## src/rtl/bitmap_index_encoder.sv

```systemverilog
// bitmap_index_encoder
//   Accepts an N-bit bitmap over a valid/ready handshake and replays the
//   index of every set bit, one beat per output handshake. An all-zero
//   bitmap produces a single beat flagged with out_none.
//   Optional build macro BITMAP_ENCODER_MSB_FIRST_EN switches the scan
//   order from lowest-set-bit first to highest-set-bit first.
//   All outputs are decoded from r_state/r_pending only, so there is no
//   combinational path from the input side to the output side.
module bitmap_index_encoder #(
  parameter  int N = 8,
  localparam int W = $clog2(N)
) (
  input  logic         clk,
  input  logic         rst_n,
  input  logic         in_valid,
  output logic         in_ready,
  input  logic [N-1:0] in_bits,
  output logic         out_valid,
  input  logic         out_ready,
  output logic [W-1:0] out_index,
  output logic         out_last,
  output logic         out_none,
  output logic         busy
);

  localparam logic [0:0] S_IDLE = 1'b0;
  localparam logic [0:0] S_EMIT = 1'b1;

  localparam logic [N-1:0] ONE = {{(N-1){1'b0}}, 1'b1};

  logic [0:0]   r_state;
  logic [N-1:0] r_pending;

  logic         w_emit;
  logic         w_fire;
  logic         w_single;
  logic         w_empty;
  logic [W-1:0] w_index;
  logic [N-1:0] w_sel;

  assign w_emit = (r_state == S_EMIT);
  assign w_fire = w_emit && out_ready;

  // Priority pick of the next bit to report; the last match in loop order
  // wins, so the loop direction is opposite to the scan order.
  always_comb begin
    w_index = '0;
    w_sel   = '0;
`ifdef BITMAP_ENCODER_MSB_FIRST_EN
    for (int unsigned i = 0; i < N; i++) begin
      if (r_pending[i]) begin
        w_index  = W'(i);
        w_sel    = '0;
        w_sel[i] = 1'b1;
      end
    end
`else
    for (int unsigned i = N; i > 0; i--) begin
      if (r_pending[i-1]) begin
        w_index    = W'(i - 1);
        w_sel      = '0;
        w_sel[i-1] = 1'b1;
      end
    end
`endif
  end

  // Final-beat detection: at most one bit left (zero bits covers the
  // all-zero bitmap, which is also a single final beat).
  always_comb begin
    w_empty  = (r_pending == '0);
    w_single = ((r_pending & (r_pending - ONE)) == '0);
  end

  // Output decode; everything is forced to zero outside EMIT.
  always_comb begin
    in_ready  = !w_emit;
    busy      = w_emit;
    out_valid = w_emit;
    out_index = w_emit ? w_index : '0;
    out_last  = w_emit && w_single;
    out_none  = w_emit && w_empty;
  end

  // State and pending-bit register: load on accept, clear one bit per beat.
  always_ff @(posedge clk or negedge rst_n) begin
    if (!rst_n) begin
      r_state   <= S_IDLE;
      r_pending <= '0;
    end else begin
      case (r_state)
        S_IDLE: begin
          if (in_valid) begin
            r_pending <= in_bits;
            r_state   <= S_EMIT;
          end
        end
        S_EMIT: begin
          if (w_fire) begin
            r_pending <= r_pending & ~w_sel;
            if (w_single) begin
              r_state <= S_IDLE;
            end
          end
        end
        default: begin
          r_state   <= S_IDLE;
          r_pending <= '0;
        end
      endcase
    end
  end

endmodule
```

## config.mk

```make
export PLATFORM = sky130hd
export DESIGN_NAME = bitmap_index_encoder
export DESIGN_NICKNAME = d
export VERILOG_FILES = /design/src/rtl/bitmap_index_encoder.sv
export SDC_FILE = /design/constraint.sdc
export NUM_CORES = 1
export LEC_CHECK = 0
export BUFFER_PORTS_ARGS = -buffer_cell sky130_fd_sc_hd__buf_2
export CORE_MARGIN = 1.5
export CORE_UTILIZATION = 43
export DETAILED_ROUTE_END_ITERATION = 8
export PLACE_DENSITY_LB_ADDON = 0.12
export SLEW_MARGIN = 10
export SYNTH_ARGS = -nofsm -noshare
export SYNTH_HDL_FRONTEND = slang
export SYNTH_SLANG_ARGS = --single-unit
```

## constraint.sdc

```tcl
create_clock -name clk -period 1.5 [get_ports clk]
set_clock_uncertainty 0.05 [all_clocks]
set_input_delay 0.15 -clock clk [delete_from_list [all_inputs] [get_ports clk]]
set_output_delay 0.15 -clock clk [all_outputs]
set_load 0.01 [all_outputs]
```

==> reports/results.ini, run 1 <==
[clock_tree]
clock_sinks=9
ctsRootBufferMaster=clkbuf_4
clock_latency_ns=0.26
cts_tree=yes
cts.clk_slew.worst_paths_ns=0.06
cts_inserted_buffers=3
cts.htree.levels=1
clock_path_buffers=2

[worst_setup_path]
cp-startpoint=r_pending[1]
crit_chain=nor4_4, o211ai_1, a211oi_2, buf_2
rr_worst_depth=6
r2r-end=r_pending[7]
r2r_start=r_pending[1]
cp.arrival_ns=1.58
crit_type=flip-flop to output pin
worstPathRequired_ns=1.30
path_max_fanout=3
cp.buffers_inverters=1
crit_path_end_kind=output pin
path_delay_family=compound AO/OA/AOI/OAI gates
max_stage_delay_ns=0.41
slowest_stage=dfrtp_1
r2r_setup_slack_ns=-0.03
cp-start-kind=flip-flop

[sta]
setup_violations=6
final_max_slew_viol_count=0
tightest_slew_ns=0.288
period_share_pct=118
slew_headroom_pct=80.7
fmax_ghz=0.563
fin_crit_ns=1.78
finalSetupTns_ns=-0.693
worst_slack_ns=-0.277
final_hold_viol_count=0
rsz0062_at_grt=true

[min_path]
hold_depth=3
min_to=r_pending[6]
hp-class=input port to flip-flop
holdCritStartpoint=in_bits[6]

[power]
pwr-share-seq_pct=25.6
p_per_area_nw_per_um2=2350
switchingPower_mw=0.925
comb_power_share_pct=65.3
p_leak_nw=0.415
peakVddDrop_v=0.00114
p_sw_share_pct=44.7
clock_power_share_pct=9.1
intPower_mw=1.14

[floorplan]
row_count=13
start_util_pct=46.2
dieArea_um2=1630
core_area_um2=1300
ios=20
die_y_um=40.4
fp.dieW_um=40.4

[route]
first_pass_iters=4
drt-vias-per-instance=5.56
ant_nets=0
post_drt_wl_per_cell_um=13.5
drc=0
wl_um=1580
drtIter0Drc=10
vias=650

[yosys]
synth_cells=74
synth_fp_nets=86
ys_types=24
netlist_area_um2=602
yosys_register_bits=9
syn_avg_cell_area_um2=8.13
ys_warn_count=0
ys_seq_area_share_pct=37.4

[layout]
fillers=117
fin_area_um2=878
area_growth_syn_to_layout_pct=45.9
antenna_cells=0
nets=115
layout-drive-gt1-share_pct=47.1

[global_route]
grt_overflow=0
track_usage_pct=23.2
grt_pass1_wl_um=2420
globalRouteMet1Util_pct=27.0
grt_pass1_vias=554
groute.layer.met3.usage_pct=5.00
grt.busiest_layer=met2
antenna_found_initial=0
grt_max_degree=15
met2_usage_pct=38.9

[run_status]
run_status=finished, violations left
violations=setup timing

[placed_design]
gp_congestion=0.785
place_hpwl_um=1090
dpl_cell_area_um2=749
io_buffers=19

[job]
cap_violations=0

==> per-stage QoR <==
stage | worst slack, ns | std cells | total power, mW | util, % | hold WS [ns]
floorplan | -0.00692 | 74 | 1.18 | - | -0.196
global placement | 0.0790 | 110 | 1.57 | 57.6 | -0.0315
detailed placement | 0.0390 | 110 | 1.59 | 57.6 | -0.0309
CTS | -0.258 | 117 | 1.93 | 63.8 | 0.0795
global route | -0.325 | 117 | 2.22 | 67.5 | 0.0983
finish | -0.277 | 117 | 2.07 | 67.5 | 0.0859
==> what timing repair did <==
| item | in CTS | in global routing |
|---|---|---|
| endpoints found under the setup margin | 5 | 8 |
| buffers inserted | 2 | 0 |
| pin swaps | 3 | 5 |
| hold buffers | 1 | 0 |
| hold endpoints to repair | 9 | 0 |
| gates resized for setup | 7 | 12 |
==> power by group through the flow <==
stage | logic [mW] | registers (mW) | clock network, mW
after global routing | 1.46 | 0.547 | 0.218
after global placement | 1.07 | 0.500 | 0
after detailed placement | 1.08 | 0.504 | 0
after floorplan | 0.717 | 0.467 | 0
final | 1.35 | 0.529 | 0.188
after CTS | 1.21 | 0.513 | 0.198
==> area by class of cell <==
cell class / instances / area (um2) / share of cell area (%)
clock buffers: 4 / 26.3 / 2.99
inverters: 4 / 15.0 / 1.71
multi-input cells: 55 / 394 / 44.9
flip-flops and latches: 9 / 230 / 26.2
well taps: 15 / 18.8 / 2.14
repair buffers: 30 / 194 / 22.1
==> layout by cell type, fill, tap and decap left out <==
cell type,instances
nand3_4,1
nand3_1,2
clkbuf_1,1
dlygate4sd3_1,1
o21ai_2,1
a21oi_1,6
a21oi_2,2
mux2i_1,5
buf_2,18
dfrtp_2,4
nor2_2,1
and3_4,1
inv_1,4
dfrtp_1,5
nor2_4,1
o211a_1,1
nor4_4,1
nand2_1,8
o211ai_1,3
nand2_4,1
nand2b_1,1
clkbuf_4,3
buf_6,3
nor3_1,1
a211oi_1,2
o21ai_1,3
nor4_2,1
buf_4,8
nand2b_4,1
a211oi_2,1
nor2_1,4
o21bai_1,1
o21ai_0,3
o22ai_1,3
==> flip-flops by register name (all words and copies together) (netlist names) <==
signal and count:
r_pending 8, busy 1
==> cell usage after synthesis <==
cell      count  area, um2
a211oi_1      2       15.0
a211oi_2      1       12.5
a21oi_1       8       40.0
and3_1        1       6.26
buf_1         1       3.75
buf_2         1       5.00
buf_4         1       7.51
clkbuf_1      3       11.3
dfrtp_1       9        225
inv_1         4       15.0
mux2i_1       5       50.1
nand2_1       9       33.8
nand2b_1      2       12.5
nand3_1       3       15.0
nor2_1        6       22.5
nor3_1        1       5.00
nor4_1        1       6.26
nor4_4        1       21.3
o211a_1       1       10.0
o211ai_1      3       22.5
o21ai_0       3       15.0
o21ai_1       4       20.0
o21bai_1      1       7.51
o22ai_1       3       18.8
==> how the worst max path moves through the flow <==
stage | slack, ns | to | cells after the start
after detailed placement | 0.04 | out_last | 4
after floorplan | -0.007 | busy | 4
after global routing | -0.32 | out_last | 4
final | -0.28 | out_last | 4
after CTS | -0.26 | out_last | 4
after global placement | 0.08 | out_last | 4
==> worst reg2reg max path: cells and delay by family, from the launching register on <==
kind	cells	cell delay, ns
flip-flops	1	0.41
AO/OA/AOI/OAI	2	0.26
AND/OR/NAND/NOR	2	0.41
buffers and inverters	2	0.29
==> layer usage <==
metal	vias up	part of all wire [%]
met4	0	0.82
met3	2	4.2
met2	18	51
met5	-	0
met1	309	44
li1	321	-
==> cells by family (layout without fill, tap and decap cells) <==
logic type             count (synthesis)  in the layout  synth area share [%]
AOI/OAI and AO/OA                     26             26                  26.8
and+or+nand+nor                       24             24                  20.4
buffers and inverters                 10             38                  7.07
DFF                                    9              9                  37.4
muxes                                  5              5                  8.32
(Power assumes the default switching activity.)
==> run 2, diff against run 1 <==
--- a/config.mk
+++ b/config.mk
@@ -10,6 +10,7 @@
 export CORE_UTILIZATION = 43
 export DETAILED_ROUTE_END_ITERATION = 8
 export PLACE_DENSITY_LB_ADDON = 0.12
+export SKIP_LAST_GASP = 1
 export SLEW_MARGIN = 10
 export SYNTH_ARGS = -nofsm -noshare
 export SYNTH_HDL_FRONTEND = slang
==> run 2 against run 1 <==
Effect of this change: global-route usage unchanged; core utilization down 0.38 points; count of clock-buffer cells in the layout unchanged; the run still ends with setup timing left; design area down 0.57%; non-clock buffer count unchanged; register-to-register slack better by 0.02 ns; sequential share of layout area up 0.15 points; critical endpoint unchanged; combinational power about the same; worst hold slack worse by 0.0043 ns.
==> reports/results.ini, run 2 (synthesized netlist as in run 1, its figures left out) <==
[layout]
max_flop_register=r_pending
antenna_cells=0  ; unchanged
layout-drive-gt1-share_pct=47.1  ; unchanged
largest_reg_flops=8  ; unchanged
nets=115  ; unchanged
area_growth_syn_to_layout_pct=45.1
mostFrequentLayoutCells=buf_2 (18), nand2_1 (8), buf_4 (8), a21oi_1 (6)
fin_area_um2=873  ; -0.57%
final_common_cell=buf_2

[min_path]
holdCritStartpoint=in_bits[6]
hp-class=input port to flip-flop
min_to=r_pending[6]
hold_depth=3  ; unchanged

[route]
vias=636  ; -2.2%
wl_um=1560  ; -1.7%
first_pass_iters=4  ; unchanged
ant_nets=0  ; unchanged
post_drt_wl_per_cell_um=13.3  ; -1.7%
drt-vias-per-instance=5.44  ; -2.2%
drc=0  ; unchanged
drtIter0Drc=7  ; -3

[power]
pwr-share-seq_pct=25.9  ; +0.3 points
clock_power_share_pct=9.3  ; +0.2 points
intPower_mw=1.14  ; -0.49%
peakVddDrop_v=0.00114  ; about the same
p_sw_share_pct=44.5  ; -0.24 points
switchingPower_mw=0.911  ; -1.5%
p_leak_nw=0.411  ; -1.1%
p_per_area_nw_per_um2=2350  ; -0.35%
comb_power_share_pct=64.8  ; -0.5 points
total_power_mw=2.05  ; -0.92%

[sta]
period_share_pct=118  ; -0.32 points
setup_violations=6  ; unchanged
slew_headroom_pct=80.5  ; -0.24 points
final_max_slew_viol_count=0  ; unchanged
fmax_ghz=0.564  ; +0.27%
final_hold_viol_count=0  ; unchanged
worst_slack_ns=-0.272  ; +0.00483 ns
fin_crit_ns=1.77  ; -0.00483 ns
tightest_slew_ns=0.292  ; +0.00353 ns
rsz0062_at_grt=true

[clock_tree]
cts.clk_slew.worst_paths_ns=0.06  ; about the same
clock_latency_ns=0.26  ; about the same
clock_sinks=9  ; unchanged
clock_path_buffers=2  ; unchanged
cts_tree=yes
cts_inserted_buffers=3  ; unchanged
ctsRootBufferMaster=clkbuf_4
cts.htree.levels=1  ; unchanged

[placed_design]
place_ws_ns=0.0390  ; unchanged
place_hpwl_um=1090  ; unchanged
gp_congestion=0.785  ; unchanged
io_buffers=19  ; unchanged
dpl_cell_area_um2=749  ; unchanged

[global_route]
grt_overflow=0  ; unchanged
grt_max_degree=15  ; unchanged
grt_pass1_wl_um=2420  ; unchanged
antenna_found_initial=0  ; unchanged
grt_pass1_vias=554  ; unchanged
track_usage_pct=23.2  ; unchanged

[worst_setup_path]
rr_worst_depth=6  ; unchanged
crit_path_end_kind=output pin
path_max_fanout=3  ; unchanged
cp-start-kind=flip-flop
cp-startpoint=r_pending[1]
r2r-end=r_pending[7]
r2r_start=r_pending[1]
worstPathRequired_ns=1.30  ; about the same
r2r_setup_slack_ns=-0.01  ; +0.02 ns
cp.arrival_ns=1.57  ; about the same
crit_type=flip-flop to output pin

[floorplan]
core_area_um2=1300  ; unchanged
die_y_um=40.4  ; unchanged
ios=20  ; unchanged
start_util_pct=46.2  ; unchanged
fp.dieW_um=40.4  ; unchanged
dieArea_um2=1630  ; unchanged
row_count=13  ; unchanged

[run_status]
run_status=finished, violations left
violations=setup timing

[job]
cap_violations=0  ; unchanged

==> run 2: cell counts in the layout (fill, tap and decap cells not counted) <==
No cell type changed its count.
==> run 2: per-stage QoR <==
| step | utilization, % | cells | hold WS (ns) | setup TNS [ns] |
|---|---|---|---|---|
| after floorplan | - | 74 | -0.196 | -0.00692 |
| after global placement | 57.6 | 110 | -0.0315 | 0 |
| after detailed placement | 57.6 | 110 | -0.0309 | 0 |
| after CTS | 63.8 | 117 | 0.0795 | -0.682 |
| after global routing | 67.1 | 117 | 0.0983 | -1.21 |
| final | 67.1 | 117 | 0.0815 | -0.701 |
==> run 2: critical path, stage by stage (launching register included) <==
cell	delay, ns
dfrtp_1	0.40
nor4_4	0.33
o211ai_1	0.16
a211oi_2	0.24
buf_2	0.17
==> run 2: power by group through the flow <==
| stage | logic, mW | registers, mW | clock network, mW |
|---|---|---|---|
| final | 1.33 | 0.530 | 0.191 |
| after detailed placement | 1.08 | 0.504 | 0 |
| after global routing | 1.44 | 0.546 | 0.218 |
| after CTS | 1.21 | 0.513 | 0.198 |
| after global placement | 1.07 | 0.500 | 0 |
| after floorplan | 0.717 | 0.467 | 0 |
==> run 2: worst max-delay path by stage <==
stage	end	slack, ns	depth (start not counted)
2_1_floorplan	busy	-0.007	4
3_3_place_gp	out_last	0.08	4
3_5_place_dp	out_last	0.04	4
4_1_cts	out_last	-0.26	4
5_1_grt	out_last	-0.32	4
6_report	out_last	-0.27	4
==> run 2: routing by layer <==
layer | GRT usage [%] | part of all wire [%]
met1 | 27.0 | 45
met2 | 38.9 | 50
met3 | 5.00 | 3.0
met4 | 12.5 | 2.0
met5 | 0 | 0
==> run 2: final cells by class <==
cell class	count	area [um2]
repair buffers	30	194
well taps	15	18.8
clock buffers	4	26.3
flip-flops and latches	9	230
inverters	4	15.0
fillers	117	428
multi-input cells	55	389
==> run 2: repair_timing <==
| item | in CTS | in global routing |
|---|---|---|
| endpoints found under the hold margin | 9 | 0 |
| endpoints found under the setup margin | 5 | 8 |
| buffers inserted | 2 | 0 |
| pin swaps | 2 | 5 |
| hold buffers | 1 | 0 |
| resized for setup | 7 | 11 |
==> run 3, diff against run 2 <==
==> constraint.sdc (replaced) <==
create_clock -name clk -period 1.5 [get_ports clk]
set_clock_uncertainty 0.05 [all_clocks]
set_input_delay 0.3 -clock clk [delete_from_list [all_inputs] [get_ports clk]]
set_output_delay 0.3 -clock clk [all_outputs]
set_load 0.01 [all_outputs]
==> run 3 against run 2 <==
Effect of this change: the flow still finishes with violations (setup timing); sequential share of layout area shrank 2.1 points; non-clock buffer count grew 8; first-iteration DRC count grew to 2.9 times the previous value; final cell count grew 6.8%; power grew 13%; critical endpoint unchanged.
==> reports/results.ini, run 3 (synthesized netlist as in run 1, its figures left out) <==
[route]
post_drt_wl_per_cell_um=15.3  ; +15%
ant_nets=0  ; unchanged
first_pass_iters=4  ; unchanged
drc=0  ; unchanged
drtIter0Drc=20  ; +13
drt-vias-per-instance=5.79  ; +6.6%
vias=724  ; +14%
wl_um=1910  ; +23%

[global_route]
grt_pass1_vias=622  ; +12%
track_usage_pct=26.4  ; +3.2 points
grt_overflow=0  ; unchanged
grt_max_degree=15  ; unchanged
grt_pass1_wl_um=2730  ; +13%
antenna_found_initial=0  ; unchanged

[worst_setup_path]
crit_path_end_kind=output pin
worstPathRequired_ns=1.15  ; -0.15 ns
cp-start-kind=flip-flop
cp.arrival_ns=1.66  ; +0.09 ns
crit_type=flip-flop to output pin
rr_worst_depth=5  ; -1
path_max_fanout=3  ; unchanged

[layout]
final_cells=125  ; +6.8%
fillers=104  ; -11%
antenna_cells=0  ; unchanged
largest_reg_flops=8  ; unchanged
final_common_cell=buf_2
max_flop_register=r_pending
mostFrequentLayoutCells=buf_2 (18), buf_4 (14), nand2_1 (7), o21ai_1 (6), dfrtp_1 (6)
area_growth_syn_to_layout_pct=56.8
layout-drive-gt1-share_pct=50.9  ; +3.9 points
nets=123  ; +7.0%

[sta]
fmax_ghz=0.499  ; -12%
finalSetupTns_ns=-2.05  ; -1.35 ns
setup_violations=8  ; +2
final_max_slew_viol_count=0  ; unchanged
period_share_pct=134  ; +16 points
rsz0062_at_grt=true
final_hold_viol_count=0  ; unchanged
fin_crit_ns=2.01  ; +0.233 ns
slew_headroom_pct=80.1  ; -0.35 points
worst_slack_ns=-0.506  ; -0.233 ns
timing.hold.ws_ns=0.221  ; +0.140 ns
tightest_slew_ns=0.297  ; +0.00516 ns

[power]
p_leak_nw=0.454  ; +11%
peakVddDrop_v=0.00135  ; +18%
p_per_area_nw_per_um2=2460  ; +4.8%

[placed_design]
place_ws_ns=-0.175  ; -0.214 ns
place_hpwl_um=1190  ; +9.0%
dpl.cell_count=113  ; +2.7%
io_buffers=19  ; unchanged
gp_congestion=0.776  ; -1.2%

[clock_tree]
cts_inserted_buffers=3  ; unchanged
cts.htree.levels=1  ; unchanged
clock_path_buffers=2  ; unchanged
clock_latency_ns=0.27  ; about the same
clock_sinks=9  ; unchanged
cts.clk_slew.worst_paths_ns=0.07  ; about the same
ctsRootBufferMaster=clkbuf_4
cts_tree=yes

[floorplan]
core_area_um2=1300  ; unchanged
start_util_pct=46.2  ; unchanged
fp.dieW_um=40.4  ; unchanged
ios=20  ; unchanged
row_count=13  ; unchanged
die_y_um=40.4  ; unchanged
dieArea_um2=1630  ; unchanged

[run_status]
violations=setup timing
run_status=finished, violations left

[min_path]
hold_depth=3  ; unchanged
hp-class=input port to flip-flop

[job]
cap_violations=0  ; unchanged

## run 3: cell count changes in the layout (fill, tap and decap cells not counted), moves of 2 or more
cell,delta
a21oi_1,-2
a21oi_2,+2
buf_4,+6
buf_6,+2
o21ai_0,-2
o21ai_1,+3
## run 3: per-layer routing
metal / vias up / GRT usage [%] / part of all wire [%] / wire [um]
li1: 340 / - / - / -
met1: 343 / 30.2 / 42 / 794
met2: 34 / 46.0 / 50 / 953
met3: 7 / 5.00 / 6.0 / 115
met4: 0 / 13.3 / 2.3 / 44
met5: - / 0 / 0 / 0
## run 3: worst max-delay path, stage by stage (launching register included)
cell and delay (ns):
dfrtp_1 0.41, nor4_4 0.35, o211ai_1 0.19, a211oi_2 0.26, buf_2 0.17
## run 3: cell type report
class,count,area (um2),share of cell area [%]
Sequential cell,9,229,24.3
Timing Repair Buffer,38,262,27.7
Clock buffer,4,26.3,2.79
Tap cell,15,18.8,1.99
Inverter,4,15.0,1.59
Multi-Input combinational cell,55,393,41.6
## run 3: path summary, 6_finish.rpt
check	startpoint	end	slack (ns)
worst min-delay path	in_bits[6]	r_pending[6]	0.22
worst min register to register	r_pending[5]	r_pending[5]	0.60
worst max register to register	r_pending[1]	busy	-0.08
max in group asynchronous	rst_n	r_pending[3]	0.84
worst max-delay path	r_pending[1]	out_last	-0.51
min in group asynchronous	rst_n	r_pending[5]	0.35
## run 3: power by group
group | leakage (nW) | internal (mW) | switching [mW]
Sequential | 0.111 | 0.353 | 0.151
Combinational | 0.329 | 0.823 | 0.787
Clock | 0.0150 | 0.103 | 0.101
Total | 0.454 | 1.28 | 1.04
## run 3: what timing repair did
action                                  CTS  global route
pin swaps                                 3             3
resized for setup                         8            14
endpoints found under the hold margin     9             0
buffers inserted                          3             4
endpoints found under the setup margin    6            11
hold buffers                              1             0
## run 3: through the flow
stage / area, um2 / util (%) / total power, mW
finish: 943 / 72.5 / 2.32
global route: 943 / 72.5 / 2.47
CTS: 853 / 65.6 / 2.04
detailed placement: 772 / 59.3 / 1.66
global placement: 772 / 59.3 / 1.62
floorplan: 606 / - / 1.19
